<file path="config.mk">
export PLATFORM = sky130hd
export DESIGN_NAME = piso_shift_tx
export DESIGN_NICKNAME = d
export VERILOG_FILES = /design/src/rtl/piso_shift_tx.sv
export SDC_FILE = /design/constraint.sdc
export NUM_CORES = 1
export LEC_CHECK = 0
export BUFFER_PORTS_ARGS = -buffer_cell sky130_fd_sc_hd__buf_4
export CAP_MARGIN = 10
export CORE_MARGIN = 2
export CORE_UTILIZATION = 44
export DETAILED_ROUTE_END_ITERATION = 6
export GPL_TIMING_DRIVEN = 0
export MAX_ROUTING_LAYER = met4
export PLACE_DENSITY = 0.71
export SLEW_MARGIN = 20
export SYNTH_ARGS = -nofsm -noshare
export SYNTH_HDL_FRONTEND = slang
export SYNTH_SLANG_ARGS = --single-unit
</file>
<file path="constraint.sdc">
create_clock -name clk -period 1.35 [get_ports clk]
set_input_delay 0.2025 -clock clk [delete_from_list [all_inputs] [get_ports clk]]
set_output_delay 0.2025 -clock clk [all_outputs]
set_load 0.1 [all_outputs]
</file>
<file path="src/rtl/piso_shift_tx.sv">
// -----------------------------------------------------------------------------
// piso_shift_tx
//
// Parallel-in, serial-out shift transmitter. A WIDTH-bit word is accepted over
// a valid/ready handshake while idle, then driven out one bit per shift_en
// strobe on sout, with sout_valid/frame marking the active frame and a
// one-cycle done pulse after the last bit period.
//
// Parameters
//   WIDTH      word length in bits (2..32)
//   MSB_FIRST  1 = bit WIDTH-1 is sent first, 0 = bit 0 is sent first
//
// Ports
//   clk         in   system clock, rising edge
//   rst_n       in   asynchronous active-low reset
//   load_valid  in   source presents a word on load_data
//   load_data   in   word to transmit, sampled on the handshake edge
//   load_ready  out  block can accept a word (idle)
//   shift_en    in   bit-rate strobe, one pulse advances one bit
//   sout        out  serial data, 0 outside a frame
//   sout_valid  out  sout carries a frame bit
//   frame       out  high for the whole word transmission
//   done        out  one-cycle pulse after the last bit period
// -----------------------------------------------------------------------------
module piso_shift_tx #(
  parameter int WIDTH     = 8,
  parameter bit MSB_FIRST = 1'b1
) (
  input  logic             clk,
  input  logic             rst_n,
  input  logic             load_valid,
  input  logic [WIDTH-1:0] load_data,
  output logic             load_ready,
  input  logic             shift_en,
  output logic             sout,
  output logic             sout_valid,
  output logic             frame,
  output logic             done
);

  localparam int            CW   = (WIDTH > 2) ? $clog2(WIDTH) : 1;
  localparam logic [CW-1:0] LAST = CW'(WIDTH - 1);

  typedef enum logic {
    IDLE  = 1'b0,
    SHIFT = 1'b1
  } state_t;

  state_t           state_reg, state_next;
  logic [WIDTH-1:0] sreg_reg, sreg_next;
  logic [WIDTH-1:0] sreg_shifted;
  logic [CW-1:0]    cnt_reg, cnt_next;
  logic             done_reg, done_next;
  logic             sout_reg, sout_next;
  logic             frame_reg, frame_next;
  logic             out_bit_next;

  // Direction-dependent pieces: the shift moves data toward the output end
  // with zero fill, and the output bit is taken from that end of the
  // next-state register so sout can be registered alongside the state.
  generate
    if (MSB_FIRST) begin : g_msb_first
      assign sreg_shifted = {sreg_reg[WIDTH-2:0], 1'b0};
      assign out_bit_next = sreg_next[WIDTH-1];
    end else begin : g_lsb_first
      assign sreg_shifted = {1'b0, sreg_reg[WIDTH-1:1]};
      assign out_bit_next = sreg_next[0];
    end
  endgenerate

  always_comb begin
    state_next = state_reg;
    sreg_next  = sreg_reg;
    cnt_next   = cnt_reg;
    done_next  = 1'b0;

    unique case (state_reg)
      IDLE: begin
        if (load_valid) begin
          sreg_next  = load_data;
          cnt_next   = '0;
          state_next = SHIFT;
        end
      end
      SHIFT: begin
        if (shift_en) begin
          if (cnt_reg == LAST) begin
            // Last bit period ends: return to idle and pulse done once.
            state_next = IDLE;
            done_next  = 1'b1;
          end else begin
            sreg_next = sreg_shifted;
            cnt_next  = cnt_reg + CW'(1);
          end
        end
      end
      default: begin
        state_next = IDLE;
      end
    endcase

    // Outputs are precomputed from next state so they come straight from flops.
    frame_next = (state_next == SHIFT);
    sout_next  = frame_next & out_bit_next;
  end

  always_ff @(posedge clk or negedge rst_n) begin
    if (!rst_n) begin
      state_reg <= IDLE;
      sreg_reg  <= '0;
      cnt_reg   <= '0;
      done_reg  <= 1'b0;
      sout_reg  <= 1'b0;
      frame_reg <= 1'b0;
    end else begin
      state_reg <= state_next;
      sreg_reg  <= sreg_next;
      cnt_reg   <= cnt_next;
      done_reg  <= done_next;
      sout_reg  <= sout_next;
      frame_reg <= frame_next;
    end
  end

  assign load_ready = (state_reg == IDLE);
  assign sout       = sout_reg;
  assign sout_valid = frame_reg;
  assign frame      = frame_reg;
  assign done       = done_reg;

endmodule

</file>
==> impl_metrics.yaml, run 1 <==
outcome:
  status: "complete, but fails checks"
  failed_checks: "negative setup slack"
synth:
  syn_area_sq_um: 632
  synth_edf_count: 0
  yosysMostFrequentCell: "dfrtp_1"
  yosys.area.top_type: "dfrtp_1"
  synth_top_area_share_pct: 55.4
  ys_seq_elements: 14
  synthTopCellsByCount: "14 x dfrtp_1, 7 x a22o_1, 6 x a21o_1, 6 x nand2_1, 3 x o21ai_0"
  synth_cell_types: 20
  synth-main-ff-cell: "dfrtp_1"
  ys_top_cells_by_area: "dfrtp_1 55%, a22o_1 9.7%, a21o_1 7.1%"
  yosysWarnings: 0
  avgSynthCellArea_sq_um: 11.7
  syn_nets: 68
  synth-seq-area-share_pct: 55.4
  async_flop_share_pct: 100
  synth_cells: 54
floorplan:
  coreArea_sq_mm: 0.00132
  row_count: 13
  initial_utilization_pct: 48.0
  die_area_sq_mm: 0.00176
  die_w_microns: 41.9
  io_pins: 17
  die_h_microns: 41.9
power:
  powerDensity_mw_per_mm2: 2080
  power.share.clock_pct: 16.1
  p_leak_uw: 0.000490
  p_int_uw: 1120
  combPwrFrac_pct: 47.4
  p_seq_share_pct: 36.5
  vdd_drop_max_mv: 1.16
  power_switching_uw: 717
  switching_share_pct: 39.0
timing:
  worst_slew_pin_slew_ns: 0.278
  slew_violations: 0
  slew_headroom_pct: 81.6
  fin_skew_ns: 0.00411
  hold_violations: 0
  finalSetupViolations: 12
  finalCritPeriodShare_pct: 115
  timing.fmax_ghz: 0.645
  rsz0062_at_grt: "true"
  timing.final.ws_setup_ns: -0.200
  hold_ws_ns: 0.132
  min_period_ns: 1.55
clocking:
  clock_latency_ns: 0.28
  clock_path_buffers: 2
  cts_inserted_buffers: 3
  ctsHtreeMaxLevel: 1
  numClockSinks: 14
  cts_tree: "built"
  clk_pin_slew_ns: 0.08
  cts_root_buf: "clkbuf_4"
route:
  vias_per_cell: 5.29
  route.antenna.remaining_nets: 0
  remaining_drc_errors: 0
  num_vias: 492
  dr.pass1.iters: 4
  first_iter_violations: 8
  wl_per_cell_microns: 13.0
  routed_wirelength_microns: 1210
worst_setup_path:
  required_ns: 1.52
  crit_path_max_fanout: 7
  crit_path_cell_trace: "ha_2 -> ha_4 -> and3b_1 -> buf_6 -> buf_6 -> a22o_1 -> a21o_1"
  critPathBufInv: 2
  crit_type: "reg -> reg"
  ff2ff_path_depth: 7
  cp_common_cell: "buf_6"
  cpLargestDelayFamily: "flip-flops"
  worstSetupEndpointType: "register"
  crit_slowest_cell: "dfrtp_1"
  slowest_delay_ns: 0.37
  crit_cells: 7
  worstPathArrival_ns: 1.72
  start_kind: "register"
layout:
  nFillCells: 110
  num-nets-final: 93
  drive_above_1_share_pct: 41.0
  area_delta_synth_final_pct: 40.0
  regArea_sq_um: 354
  antenna_cells: 0
  stdcell_count: 93
  multiInputGateArea_sq_um: 267
  largest_reg_flops: 8
placed_design:
  placedCellCount: 85
  gp_congestion: 0.754
  port-buffer-count: 16
global_routing:
  grt.total_usage_pct: 16.1
  use_met1_pct: 20.9
  grt_busiest_layer: "met2"
  use_met3_pct: 5.22
  met2_usage_pct: 23.4
  antenna_found_initial: 0
  grt_max_degree: 15
  grt_pass1_vias: 487
  grt_pass1_wl_microns: 2080
  gr-total-overflow: 0
worst_hold_path:
  hold_class: "in -> reg"
  holdPathStages: 3
run:
  drv_cap: 0
-- placed cells by master (no fill, tap or decap) --
cell type | netlist | final
buf_2 | 1 | 2
ha_2 | 0 | 1
a22o_1 | 7 | 7
buf_4 | 1 | 17
clkbuf_4 | 0 | 3
clkbuf_8 | 0 | 1
buf_12 | 0 | 1
nor3b_1 | 1 | 1
o21ai_0 | 3 | 3
nor2_1 | 2 | 2
dfrtp_1 | 14 | 13
a21o_1 | 6 | 6
nor2b_1 | 1 | 1
dfrtp_4 | 0 | 1
ha_4 | 0 | 1
nand2_1 | 6 | 6
nand2b_1 | 1 | 1
o21a_1 | 1 | 1
nor2_4 | 0 | 1
mux2_4 | 0 | 1
inv_1 | 1 | 1
dlygate4sd3_1 | 0 | 1
and3b_1 | 1 | 1
buf_6 | 2 | 2
buf_8 | 0 | 1
and3_1 | 1 | 1
or2_1 | 1 | 1
-- what timing repair did --
action / CTS / global route
hold endpoints to repair: 14 / 0
resized for setup: 2 / 7
setup buffers: 1 / 1
pin swaps: 2 / 1
cloned: 1 / 0
endpoints found under the setup margin: 13 / 14
hold buffers: 1 / 0
-- kinds of logic after synthesis --
logic type / share of synthesized area, %
buf+inv: 6.14
simple gates: 12.3
compound gates: 20.4
mux: 1.78
flops: 55.4
fa+ha+maj: 3.96
-- worst reg2reg max path, stage by stage, from the launching register on --
cell and delay [ns]:
dfrtp_1 0.37, ha_2 0.20, ha_4 0.12, and3b_1 0.18, buf_6 0.14, buf_6 0.12, a22o_1 0.17, a21o_1 0.15
-- power by group through the flow --
stage	registers (uW)	clock network [uW]	logic, uW
global route	688	330	944
global placement	664	0	721
detailed placement	672	0	742
finish	670	296	870
CTS	663	304	788
floorplan	818	0	423
-- through the flow --
step,setup TNS [ns],power (uW),util (%),cell area [sq um],worst slack (ns)
global placement,-1.47,1390,59.0,777,-0.184
global route,-2.45,1960,67.1,885,-0.252
finish,-1.65,1840,67.1,885,-0.200
floorplan,-1.18,1240,-,638,-0.158
detailed placement,-1.70,1410,59.0,777,-0.200
CTS,-1.60,1750,64.1,845,-0.184
-- final cells by class --
cell class,count,area share [%]
multi-input combinational,35,30.1
inverter,1,0.424
timing repair buffer,20,19.2
tap,15,2.12
clock buffer,4,4.10
buffer,4,3.96
sequential,14,40.0
-- worst paths after layout --
kind                               from           to  slack, ns
setup / recovery             cnt_reg[0]  sreg_reg[1]      -0.20
hold reg to reg             sreg_reg[6]  sreg_reg[6]       0.48
min in group asynchronous         rst_n         done       0.30
max in group asynchronous         rst_n        frame       0.87
setup reg to reg             cnt_reg[0]  sreg_reg[1]      -0.20
hold / removal             load_data[0]  sreg_reg[0]       0.13
-- layer usage --
metal	share of wire, %	up-vias
li1	-	237
met1	45	238
met2	48	15
met3	6.2	2
met4	0.99	0
met5	0	-
Power figures use the tool's default switching activity.
==> run 2: changes to the inputs <==
Settings changed: PLACE_DENSITY 0.71 to unset, PLACE_DENSITY_LB_ADDON set to 0.08.
==> run 2 against run 1 <==
Compared with the run above:
- the run still ends with negative setup slack left
- core utilization fell by 0.57 points
- die area did not move
- register-to-register slack improved by 0.03 ns
- design area fell by 0.85%
- global-route usage fell by 0.51 points
- final cell count fell by 1.1%
- non-clock buffer count fell by 1
- combinational power fell by 0.9%
- critical path type unchanged
- largest power group unchanged
==> impl_metrics.yaml, run 2 (synthesis gave the netlist of run 1 again) <==
power:
  p_seq_share_pct: 36.3
  switching_share_pct: 39.5
  vdd_drop_max_mv: 1.32
  p_int_uw: 1110
  powerDensity_mw_per_mm2: 2080
  power.share.clock_pct: 16.6
  p_leak_uw: 0.000480
  power_switching_uw: 722
  combPwrFrac_pct: 47.1
timing:
  timing.fmax_ghz: 0.656
  hold_violations: 0
  finalSetupViolations: 12
  slew_headroom_pct: 81.6
  rsz0062_at_grt: "true"
  finalCritPeriodShare_pct: 113
  slew_violations: 0
  timing.final.ws_setup_ns: -0.174
  fin_skew_ns: 0.00111
  worst_slew_pin_slew_ns: 0.278
  min_period_ns: 1.52
clocking:
  clock_latency_ns: 0.28
  cts_tree: "built"
  cts_inserted_buffers: 3
  ctsHtreeMaxLevel: 1
  cts_root_buf: "clkbuf_4"
  clk_pin_slew_ns: 0.09
  clock_path_buffers: 2
  numClockSinks: 14
layout:
  fin_area_sq_um: 877
  final_common_cell: "buf_4"
  drive_above_1_share_pct: 45.5
  final_cell_mix: "17 x buf_4, 13 x dfrtp_1, 7 x a22o_1"
  area_delta_synth_final_pct: 38.8
  num-nets-final: 92
  largest_reg_flops: 8
  antenna_cells: 0
placed_design:
  dp_hpwl_microns: 770
  gp_congestion: 0.680
  dp_slack_ns: -0.205
  dpl_cell_area_sq_um: 777
  port-buffer-count: 16
run:
  drv_cap: 0
route:
  remaining_drc_errors: 0
  route.antenna.remaining_nets: 0
  routed_wirelength_microns: 1170
  route.met3.wl_microns: 69
  top_layer: "met3"
  first_iter_violations: 10
  wl_per_cell_microns: 12.7
  vias_per_cell: 5.17
  drt-met1-wl_microns: 521
  dr.pass1.iters: 4
  route.met2.wl_microns: 578
  num_vias: 476
worst_setup_path:
  required_ns: 1.52
  r2r_slack_ns: -0.17
  worstSetupEndpointType: "register"
  crit_type: "reg -> reg"
  reg2reg_from: "cnt_reg[0]"
  start_kind: "register"
  ff2ff_path_depth: 5
  r2r-end: "cnt_reg[0]"
  crit_path_max_fanout: 7
  worstPathArrival_ns: 1.69
worst_hold_path:
  hold_class: "in -> reg"
  min-delay-start: "load_data[0]"
  min_to: "sreg_reg[0]"
  holdPathStages: 3
floorplan:
  io_pins: 17
  coreArea_sq_mm: 0.00132
  row_count: 13
  die_h_microns: 41.9
  initial_utilization_pct: 48.0
  die_w_microns: 41.9
  die_area_sq_mm: 0.00176
global_routing:
  antenna_found_initial: 0
  gr-total-overflow: 0
  grt_pass1_wl_microns: 1950
  grt_pass1_vias: 455
  grt_max_degree: 15
  grt.total_usage_pct: 15.6
outcome:
  failed_checks: "negative setup slack"
  status: "complete, but fails checks"
-- run 2: changes by cell type in the layout (fill, tap and decap cells not counted), sizes merged --
cell and delta:
buf -1
-- run 2: worst max-delay path by stage --
stage / startpoint / endpoint / depth (start not counted)
after floorplan: frame / sreg_reg[1] / 5
after global placement: cnt_reg[0] / cnt_reg[0] / 6
after detailed placement: cnt_reg[0] / cnt_reg[0] / 6
after CTS: cnt_reg[1] / cnt_reg[0] / 5
after global routing: cnt_reg[0] / cnt_reg[2] / 7
final: cnt_reg[0] / cnt_reg[0] / 5
-- run 2: area by class of cell --
cell class / count / area (sq um)
plain buffers: 3 / 23.8
clock buffers: 4 / 36.3
fillers: 102 / 440
inverters: 1 / 3.75
multi-input cells: 35 / 273
flip-flops and latches: 14 / 354
well taps: 15 / 18.8
repair buffers: 20 / 168
-- run 2: what timing repair did --
action                     in CTS  in global routing
hold buffers                    1                  0
hold endpoints to repair       14                  0
pin swaps                       7                  3
setup buffers                   2                  1
resized for setup              10                  4
setup endpoints to repair      13                 14
-- run 2: metrics by stage --
| stage | hold WS (ns) | setup TNS (ns) | utilization (%) | cells | total power, uW |
|---|---|---|---|---|---|
| 2_1_floorplan | -0.0931 | -1.18 | - | 54 | 1240 |
| 3_3_place_gp | 0.0633 | -1.64 | 59.0 | 85 | 1390 |
| 3_5_place_dp | 0.0634 | -1.71 | 59.0 | 85 | 1400 |
| 4_1_cts | 0.128 | -1.52 | 65.0 | 91 | 1790 |
| 5_1_grt | 0.139 | -2.39 | 66.6 | 92 | 1930 |
| 6_report | 0.123 | -1.59 | 66.6 | 92 | 1830 |
-- run 2: power groups by stage --
stage | logic (uW) | registers, uW | clock network (uW)
global route | 926 | 680 | 328
global placement | 724 | 665 | 0
finish | 862 | 663 | 303
detailed placement | 730 | 669 | 0
floorplan | 423 | 818 | 0
CTS | 814 | 665 | 315
-- run 2: worst max-delay path: stages, from the launching register on --
cell     delay (ns)
dfrtp_1        0.39
ha_2           0.20
ha_4           0.15
and3b_2        0.33
nor2_4         0.08
mux2_2         0.26
-- run 2: metal layers --
layer	track usage, %	vias up
li1	-	234
met1	16.9	227
met2	24.1	15
met3	3.91	0
met4	12.3	0
met5	-	-
==> run 3: changes to the inputs <==
Settings changed: BUFFER_PORTS_ARGS -buffer_cell sky130_fd_sc_hd__buf_4 to -buffer_cell sky130_fd_sc_hd__buf_2, PLACE_DENSITY set to 0.73, PLACE_DENSITY_LB_ADDON 0.08 to unset, TNS_END_PERCENT set to 20.
==> run 3 against run 2 <==
Compared with the run above:
- the run still ends with negative setup slack left
- sequential power increased by 2%
- sequential share of layout area increased by 0.47 points
- setup slack got worse by 0.043 ns
- design area decreased by 1.1%
- hold slack improved by 0.021 ns
- combinational power decreased by 0.5%
- flip-flop and latch count unchanged
- total power increased by 0.38%
- largest cell class unchanged
==> impl_metrics.yaml, run 3 (synthesis gave the netlist of run 1 again) <==
clocking:
  numClockSinks: 14
  clk_pin_slew_ns: 0.09
  cts_inserted_buffers: 3
  cts_root_buf: "clkbuf_4"
  clock_path_buffers: 2
  clock_latency_ns: 0.28
  cts_tree: "built"
  ctsHtreeMaxLevel: 1
timing:
  finalCritPeriodShare_pct: 116
  timing.fmax_ghz: 0.638
  slew_violations: 0
  rsz0062_at_grt: "true"
  min_period_ns: 1.57
  timing.final.ws_setup_ns: -0.216
  hold_violations: 0
  worst_slew_pin_slew_ns: 0.485
  slew_headroom_pct: 67.9
  fin_skew_ns: 0.00741
  finalSetupViolations: 12
global_routing:
  antenna_found_initial: 0
  grt_pass1_vias: 455
  use_met3_pct: 3.04
  grt.total_usage_pct: 14.7
  grt_pass1_wl_microns: 1940
  met2_usage_pct: 23.1
  use_met1_pct: 18.4
  grt_max_degree: 15
  gr-total-overflow: 0
  grt_busiest_layer: "met2"
route:
  remaining_drc_errors: 0
  num_vias: 491
  routed_wirelength_microns: 1170
  dr.pass1.iters: 3
  wl_per_cell_microns: 12.3
  first_iter_violations: 11
  vias_per_cell: 5.17
  route.antenna.remaining_nets: 0
worst_setup_path:
  crit_type: "reg -> reg"
  crit_path_max_fanout: 7
  r2r_slack_ns: -0.22
  worstSetupEndpointType: "register"
  worstPathArrival_ns: 1.73
  start_kind: "register"
  r2r-end: "sreg_reg[1]"
  required_ns: 1.52
  ff2ff_path_depth: 7
  reg2reg_from: "cnt_reg[0]"
layout:
  final_cell_mix: "14 x buf_2, 13 x dfrtp_1, 7 x a22o_1, 7 x buf_4"
  num-nets-final: 95
  area_delta_synth_final_pct: 37.2
  nFillCells: 99
  drive_above_1_share_pct: 42.5
  antenna_cells: 0
  largest_reg_flops: 8
  fin_area_sq_um: 867
  final_common_cell: "buf_2"
worst_hold_path:
  min_to: "sreg_reg[0]"
  min-delay-start: "load_data[0]"
  holdPathStages: 3
  hold_class: "in -> reg"
power:
  switching_share_pct: 39.4
  powerDensity_mw_per_mm2: 2120
  vdd_drop_max_mv: 0.956
  combPwrFrac_pct: 46.8
  power.share.clock_pct: 16.3
  total_power_uw: 1840
  p_leak_uw: 0.000485
  power_switching_uw: 723
  p_int_uw: 1110
  p_seq_share_pct: 36.9
floorplan:
  io_pins: 17
  die_h_microns: 41.9
  coreArea_sq_mm: 0.00132
  initial_utilization_pct: 48.0
  row_count: 13
  die_w_microns: 41.9
  die_area_sq_mm: 0.00176
run:
  drv_cap: 0
placed_design:
  dp_hpwl_microns: 792
  port-buffer-count: 16
  gp_congestion: 0.727
  dpl_cell_area_sq_um: 737
outcome:
  status: "complete, but fails checks"
  failed_checks: "negative setup slack"
run 3: cell types whose count changed in the layout (fill, tap and decap cells not counted), moves of 2 or more:
| cell | change |
|---|---|
| nand2_1 | +2 |
| o21ai_0 | +2 |
| buf_4 | -10 |
| buf_2 | +13 |
| nand2_2 | -2 |
run 3: per-layer routing:
metal  routed length (microns)  vias up
li1                          -      240
met1                       547      237
met2                       558       14
met3                        65        0
met4                         0        0
met5                         0        -
run 3: critical path: stages, from the launching register on:
cell and delay (ns):
dfrtp_1 0.39, ha_4 0.15, ha_4 0.12, and3b_1 0.18, buf_6 0.13, buf_6 0.12, a22o_1 0.20, a21o_1 0.15
run 3: repair_timing:
action	4_1_cts	5_1_grt
resized for setup	8	3
hold buffers	1	0
endpoints found under the setup margin	15	14
hold endpoints to repair	14	0
pin swaps	4	3
buffers inserted	2	3
run 3: area by class of cell:
type | instances | area [sq um] | share of cell area [%]
clock buffer | 4 | 36.3 | 4.18
timing repair buffer | 22 | 146 | 16.9
sequential | 14 | 354 | 40.8
tap | 15 | 18.8 | 2.16
inverter | 1 | 3.75 | 0.433
multi-input combinational | 35 | 273 | 31.5
buffer | 4 | 35.0 | 4.04
run 3: how the worst max path moves through the flow:
stage | startpoint | to | slack (ns) | cells after the start
2_1_floorplan | frame | sreg_reg[1] | -0.16 | 5
6_report | cnt_reg[0] | sreg_reg[1] | -0.22 | 7
3_5_place_dp | cnt_reg[0] | cnt_reg[0] | -0.21 | 6
3_3_place_gp | cnt_reg[0] | cnt_reg[0] | -0.19 | 6
4_1_cts | cnt_reg[0] | sreg_reg[1] | -0.21 | 7
5_1_grt | cnt_reg[0] | sreg_reg[1] | -0.26 | 7
run 3: through the flow:
step	instances	TNS [ns]	utilization, %	hold slack, ns	setup WS, ns
after floorplan	54	-1.16	-	-0.0931	-0.158
after global placement	85	-1.53	55.9	0.113	-0.190
after detailed placement	85	-1.82	55.9	0.118	-0.213
after CTS	92	-1.83	62.8	0.138	-0.211
after global routing	95	-2.34	65.8	0.175	-0.265
final	95	-1.81	65.8	0.144	-0.216
run 3: power by group through the flow:
stage          Sequential [uW]  Combinational, uW  Clock [uW]
3_3_place_gp               660                693           0
6_report                   678                858         299
2_1_floorplan              818                424           0
4_1_cts                    666                787         306
5_1_grt                    691                932         323
3_5_place_dp               670                705           0
